==> src/rtl/popcount_seq_ctrl_if.sv <==
// Handshake bundle for the popcount sequencer: vector in, count out, plus busy status.
interface popcount_seq_ctrl_if #(
    parameter int VEC_WIDTH = 256,
    parameter int CNT_WIDTH = $clog2(VEC_WIDTH + 1)
);
    logic                 in_valid;
    logic                 in_ready;
    logic [VEC_WIDTH-1:0] din;
    logic                 out_valid;
    logic                 out_ready;
    logic [CNT_WIDTH-1:0] count;
    logic                 busy;

    // Producer/consumer side (feature buffer and threshold stage)
    modport master (
        output in_valid,
        output din,
        output out_ready,
        input  in_ready,
        input  out_valid,
        input  count,
        input  busy
    );

    // Sequencer side
    modport slave (
        input  in_valid,
        input  din,
        input  out_ready,
        output in_ready,
        output out_valid,
        output count,
        output busy
    );
endinterface

==> src/rtl/popcount_seq_ctrl.sv <==
// Multi-cycle popcount sequencer: walks a captured vector through LANES six-input
// popcount LUTs, one SLICE per beat, and accumulates the lane sums into a total.

// Six-input popcount primitive; one per lane, maps onto a single LUT6 per output bit.
module LUT6_Popcount #(
    parameter int DIN_WIDTH  = 6,
    parameter int DOUT_WIDTH = 3
) (
    input  logic [DIN_WIDTH-1:0]  din,
    output logic [DOUT_WIDTH-1:0] dout
);
    logic [DOUT_WIDTH-1:0] dout_s;

    // Count the set bits of the six-bit input
    always_comb begin
        dout_s = {DOUT_WIDTH{1'b0}};
        for (int i = 0; i < DIN_WIDTH; i++) begin
            dout_s = dout_s + DOUT_WIDTH'(din[i]);
        end
    end

    assign dout = dout_s;
endmodule

module popcount_seq_ctrl #(
    parameter int VEC_WIDTH = 256,
    parameter int LANES     = 8,
    parameter int CNT_WIDTH = $clog2(VEC_WIDTH + 1)
) (
    input  logic               clk,
    input  logic               rst,
    popcount_seq_ctrl_if.slave bus
);
    localparam int SLICE    = 6 * LANES;
    localparam int NBEATS   = (VEC_WIDTH + SLICE - 1) / SLICE;
    localparam int BEAT_W   = (NBEATS > 1) ? $clog2(NBEATS) : 1;
    localparam int SHADOW_W = NBEATS * SLICE;
    localparam int TREE_W   = $clog2(SLICE + 1);

    typedef enum logic [1:0] {
        S_IDLE = 2'd0,
        S_RUN  = 2'd1,
        S_DONE = 2'd2
    } state_t;

    state_t                state_r;
    state_t                state_nx_s;
    logic                  accept_s;
    logic                  out_hs_s;
    logic                  last_beat_s;

    logic [SHADOW_W-1:0]   shadow_r;
    logic [BEAT_W-1:0]     beat_r;
    logic [CNT_WIDTH-1:0]  acc_r;

    logic [SLICE-1:0]      slice_s;
    logic [2:0]            lane_cnt_s [LANES];
    logic [TREE_W-1:0]     tree_sum_s;

    logic                  in_ready_r;
    logic                  out_valid_r;
    logic [CNT_WIDTH-1:0]  count_r;
    logic                  busy_r;

    // The shadow register shifts down one slice per beat, so the active slice is always the bottom one.
    assign slice_s     = shadow_r[SLICE-1:0];
    assign last_beat_s = (beat_r == BEAT_W'(NBEATS - 1));

    for (genvar g = 0; g < LANES; g++) begin : g_lane
        LUT6_Popcount #(
            .DIN_WIDTH  (6),
            .DOUT_WIDTH (3)
        ) u_lut (
            .din  (slice_s[g*6 +: 6]),
            .dout (lane_cnt_s[g])
        );
    end

    // Sum the lane counts for the current slice
    always_comb begin
        tree_sum_s = {TREE_W{1'b0}};
        for (int l = 0; l < LANES; l++) begin
            tree_sum_s = tree_sum_s + TREE_W'(lane_cnt_s[l]);
        end
    end

    // Next-state and handshake decode
    always_comb begin
        state_nx_s = state_r;
        accept_s   = 1'b0;
        out_hs_s   = 1'b0;
        case (state_r)
            S_IDLE: begin
                if (bus.in_valid && in_ready_r) begin
                    accept_s   = 1'b1;
                    state_nx_s = S_RUN;
                end else begin
                    state_nx_s = S_IDLE;
                end
            end
            S_RUN: begin
                if (last_beat_s) begin
                    state_nx_s = S_DONE;
                end else begin
                    state_nx_s = S_RUN;
                end
            end
            S_DONE: begin
                if (out_valid_r && bus.out_ready) begin
                    out_hs_s   = 1'b1;
                    state_nx_s = S_IDLE;
                end else begin
                    state_nx_s = S_DONE;
                end
            end
            default: begin
                state_nx_s = S_IDLE;
            end
        endcase
    end

    // State register
    always_ff @(posedge clk) begin
        if (rst) begin
            state_r <= S_IDLE;
        end else begin
            state_r <= state_nx_s;
        end
    end

    // Capture, per-beat accumulation and beat counting
    always_ff @(posedge clk) begin
        if (rst) begin
            shadow_r <= {SHADOW_W{1'b0}};
            beat_r   <= {BEAT_W{1'b0}};
            acc_r    <= {CNT_WIDTH{1'b0}};
        end else begin
            case (state_r)
                S_IDLE: begin
                    if (accept_s) begin
                        // Zero-extension pads the tail slice, so bits beyond VEC_WIDTH count as 0
                        shadow_r <= SHADOW_W'(bus.din);
                        beat_r   <= {BEAT_W{1'b0}};
                        acc_r    <= {CNT_WIDTH{1'b0}};
                    end else begin
                        shadow_r <= shadow_r;
                        beat_r   <= beat_r;
                        acc_r    <= acc_r;
                    end
                end
                S_RUN: begin
                    // Total never exceeds VEC_WIDTH, so the narrowing cast cannot drop set bits
                    acc_r    <= acc_r + CNT_WIDTH'(tree_sum_s);
                    shadow_r <= shadow_r >> SLICE;
                    if (last_beat_s) begin
                        beat_r <= beat_r;
                    end else begin
                        beat_r <= beat_r + BEAT_W'(1);
                    end
                end
                default: begin
                    shadow_r <= shadow_r;
                    beat_r   <= beat_r;
                    acc_r    <= acc_r;
                end
            endcase
        end
    end

    // Registered status/output stage; count is forced to 0 whenever it is not valid
    always_ff @(posedge clk) begin
        if (rst) begin
            in_ready_r  <= 1'b1;
            out_valid_r <= 1'b0;
            count_r     <= {CNT_WIDTH{1'b0}};
            busy_r      <= 1'b0;
        end else begin
            in_ready_r <= (state_nx_s == S_IDLE);
            busy_r     <= (state_nx_s != S_IDLE);
            if ((state_r == S_DONE) && !out_hs_s) begin
                out_valid_r <= 1'b1;
                count_r     <= acc_r;
            end else begin
                out_valid_r <= 1'b0;
                count_r     <= {CNT_WIDTH{1'b0}};
            end
        end
    end

    assign bus.in_ready  = in_ready_r;
    assign bus.out_valid = out_valid_r;
    assign bus.count     = count_r;
    assign bus.busy      = busy_r;
endmodule

==> src/flat_wrapper.sv <==
// flat-port wrapper written by rule: the top's interface ports become plain ports
module popcount_seq_ctrl_flat 
#(
    parameter int VEC_WIDTH = 256,
    parameter int LANES     = 8,
    parameter int CNT_WIDTH = $clog2(VEC_WIDTH + 1)
)
  (clk, rst, bus_in_valid, bus_din, bus_out_ready, bus_in_ready, bus_out_valid, bus_count, bus_busy);
  popcount_seq_ctrl_if #(.VEC_WIDTH(VEC_WIDTH), .CNT_WIDTH(CNT_WIDTH)) bus_i ();
  input  logic clk;
  input  logic rst;
  input wire logic [$bits(bus_i.in_valid)-1:0] bus_in_valid;
  input wire logic [$bits(bus_i.din)-1:0] bus_din;
  input wire logic [$bits(bus_i.out_ready)-1:0] bus_out_ready;
  output wire logic [$bits(bus_i.in_ready)-1:0] bus_in_ready;
  output wire logic [$bits(bus_i.out_valid)-1:0] bus_out_valid;
  output wire logic [$bits(bus_i.count)-1:0] bus_count;
  output wire logic [$bits(bus_i.busy)-1:0] bus_busy;
  assign bus_i.in_valid = bus_in_valid;
  assign bus_i.din = bus_din;
  assign bus_i.out_ready = bus_out_ready;
  assign bus_in_ready = bus_i.in_ready;
  assign bus_out_valid = bus_i.out_valid;
  assign bus_count = bus_i.count;
  assign bus_busy = bus_i.busy;
  popcount_seq_ctrl #(.VEC_WIDTH(VEC_WIDTH), .LANES(LANES), .CNT_WIDTH(CNT_WIDTH)) u_core (.clk(clk), .rst(rst), .bus(bus_i));
endmodule
==> config.mk <==
export PLATFORM = sky130hd
export DESIGN_NAME = popcount_seq_ctrl_flat
export DESIGN_NICKNAME = d
export VERILOG_FILES = /design/src/rtl/popcount_seq_ctrl_if.sv /design/src/rtl/popcount_seq_ctrl.sv /design/src/flat_wrapper.sv
export SDC_FILE = /design/constraint.sdc
export NUM_CORES = 1
export LEC_CHECK = 0
export ABC_AREA = 1
export BUFFER_PORTS_ARGS = -buffer_cell sky130_fd_sc_hd__buf_4
export CAP_MARGIN = 20
export CORE_ASPECT_RATIO = 0.7
export CORE_MARGIN = 1
export CORE_UTILIZATION = 49
export CTS_BUF_LIST = sky130_fd_sc_hd__clkbuf_8
export DETAILED_ROUTE_END_ITERATION = 12
export PLACE_DENSITY = 0.71
export RECOVER_POWER = 50
export SLEW_MARGIN = 10
export SYNTH_ARGS = -nofsm -noshare
export SYNTH_HDL_FRONTEND = slang
export SYNTH_SLANG_ARGS = --single-unit
==> constraint.sdc <==
create_clock -name clk -period 10.5 [get_ports clk]
set_input_delay 2.1 -clock clk [delete_from_list [all_inputs] [get_ports clk]]
set_output_delay 2.1 -clock clk [all_outputs]
set_load 0.05 [all_outputs]
==> impl_metrics.toml <==
[outcome]
outcome = "finished, violations left"
violations = "capacitance limit, slew limit"

[die]
placementRows = 48
die_area_mm2 = 0.0260
start_util = 0.502
die_w_um = 192
die_h_um = 135
ioPinCount = 272
core_mm2 = 0.0247

[worst_hold_path]
min-delay-start = "u_core.shadow_r[255]$_SDFFE_PP0P_"
hold_end = "u_core.shadow_r[255]$_SDFFE_PP0P_"
hold_path_class = "flip-flop to flip-flop"
min_path_cells = 2

[worst_setup_path]
r2r_cells = 26
critPathMaxStageDelay_ps = 4900
r2r_end = "u_core.acc_r[7]$_SDFFE_PP0P_"
required_ps = 10820
path_class = "input port to flip-flop"
reg2reg_from = "u_core.shadow_r[7]$_SDFFE_PP0P_"
r2r_slack_ps = 2260
end_kind = "flip-flop"
crit_path_max_fanout = 164
cp.arrival_ps = 9330
start_kind = "input port"
critPathBufInv = 2
cp_cell_sequence = "clkbuf_1 > clkbuf_2 > a31oi_1"
cp_top_family = "buffers and inverters"
cp_slowest_cell = "clkbuf_1"

[logic_synthesis]
yosysUniqueCellTypes = 27
syn_nets = 1977
synth_area_mm2 = 0.0124
avgSynthCellArea_um2 = 7.51
synth-seq-cells = 282
ys.warnings.count = 0
ys_seq_area_frac = 0.454
syn_inst = 1654

[clocking]
h-tree-depth = 2
postCtsSetupBuffers = 0
clockRootBuffer = "clkbuf_8"
insertion_delay_ps = 550
postCtsHoldBufs = 0
ctsResizeCount = 0
cts_buffers = 43
clock-sinks = 282
cts_tree = "yes"
clock_path_buffers = 3
clk_pin_slew_ps = 60

[global_route]
antenna_found_initial = 0
grt_overflow = 0
grt_pass1_vias = 10500
gr-usage-all-layers = 0.268
grt_start_max_net_pins = 165
grt_pass1_wl_mm = 55.1

[sta]
worst-slew-pin-transition_ps = 7190
relSlewSlack = -3.79
min_period_over_period = 0.858
worst_slack_ps = 1490
period_needed_ps = 9010
setup_tns_ps = 0
fmax_ghz = 0.111
hold_viol_final = 0
slew_violations = 271
setup_viol = 0
final.setup_skew_ps = 16.9
rsz0062_at_grt = "no"

[cells_and_area]
nets = 2188
syn_to_final_growth_pct = 22.1
nFillCells = 2322
finalCoreUtilization = 0.613
final_cell_mix = "nand2_1 (761), dfxtp_1 (282), buf_4 (261)"
drive_gt1_frac = 0.173
final_common_cell = "nand2_1"

[placed_design]
dp_hpwl_mm = 23.8
place_ws_ps = 2250
gp_congestion = 0.850
numPortBuffers = 271

[routing]
routed.top_layer = "met4"
route.detailed.drc = 0
wl_met1_mm = 17.4
antenna_left = 0
vias_per_cell = 5.16
drt_wl_total_mm = 34.9
vias = 11500
drt_iter0_drc = 841
wl_met3_mm = 2.96
wl_per_cell_um = 15.7
first_pass_iters = 5
route.met2.wl_mm = 13.9

[pwr]
p_per_area_mw_per_mm2 = 221
power_mw = 3.35
vdd_drop_max_v = 0.000208
leakage_nw = 6.15

[job]
cap_viol_max_count = 2
-- cell usage after synthesis (all sizes together) --
cell / n / area share
nand2: 763 / 0.23
dfxtp: 282 / 0.45
a31oi: 210 / 0.11
inv: 108 / 0.033
buf: 70 / 0.029
a21oi: 64 / 0.026
clkbuf: 39 / 0.012
fa: 39 / 0.063
ha: 24 / 0.024
nor2: 22 / 0.0066
nand3: 10 / 0.0040
o21ai: 6 / 0.0024
nor3: 3 / 0.0012
or2: 3 / 0.0015
xnor2: 3 / 0.0021
nand4: 2 / 0.0010
xor2: 2 / 0.0014
a211o: 1 / 0.00071
and3: 1 / 0.00050
clkinv: 1 / 0.00040
nand3b: 1 / 0.00060
-- worst max path at each step --
stage	endpoint	startpoint	slack, ps	cells past startpoint
floorplan	u_core.acc_r[7]$_SDFFE_PP0P_	u_core.shadow_r[7]$_SDFFE_PP0P_	2750	26
global placement	u_core.acc_r[7]$_SDFFE_PP0P_	u_core.shadow_r[7]$_SDFFE_PP0P_	2490	26
detailed placement	u_core.acc_r[7]$_SDFFE_PP0P_	u_core.shadow_r[7]$_SDFFE_PP0P_	2250	26
CTS	u_core.acc_r[7]$_SDFFE_PP0P_	u_core.shadow_r[7]$_SDFFE_PP0P_	2270	26
global route	u_core.shadow_r[16]$_SDFFE_PP0P_	rst	890	3
finish	u_core.shadow_r[30]$_SDFFE_PP0P_	rst	1490	3
-- metal layers --
layer / vias up / GRT usage
met5: - / 0
met4: 0 / 0.0612
met3: 41 / 0.0606
met2: 358 / 0.364
met1: 5305 / 0.423
li1: 5761 / -
-- report_power, final --
part	internal [mW]	total, mW	leakage (nW)	switching (mW)
logic	0.517	1.26	3.35	0.746
clock network	0.454	0.875	0.491	0.421
registers	1.16	1.21	2.31	0.0512
total	2.13	3.35	6.15	1.22
-- flip-flops by register name, indices dropped and copies added, names as in the netlist --
register              flops
u_core.bus.out_valid      1
u_core.state_r            2
u_core.bus.in_ready       1
u_core.beat_r             3
u_core.shadow_r         256
u_core.acc_r              9
u_core.bus.busy           1
u_core.bus.count          9
-- final cells by class --
class | count | area [um2] | share of cell area
tap | 325 | 407 | 0.0268
clock inverter | 21 | 88.8 | 0.00585
antenna | 1 | 2.50 | 0.000165
multi-input combinational | 1154 | 5860 | 0.386
inverter | 109 | 429 | 0.0283
sequential | 282 | 5650 | 0.372
timing repair buffer | 275 | 2010 | 0.133
clock buffer | 53 | 729 | 0.0481
-- per-stage QoR --
step	instance area (um2)	instances	hold WS (ps)
floorplan	12400	1654	425
global placement	14400	2145	443
detailed placement	14400	2145	451
CTS	15200	2219	461
global route	15200	2219	474
finish	15200	2220	460
-- logic make-up (layout without fill, tap and decap cells) --
logic type	Yosys count	after routing	share of synthesized area
simple gates	805	805	0.246
flops	282	282	0.454
compound gates	281	281	0.135
buf+inv	218	458	0.0739
fa+ha+maj	63	63	0.0870
xor+xnor	5	5	0.00353
other cells	0	1	0
-- worst min-delay path, cell delays in order (launching register included) --
cell,delay (ps)
dfxtp_1,310
nand2_1,60
a21oi_1,50
Note: power is estimated with default switching activity, not from simulation.
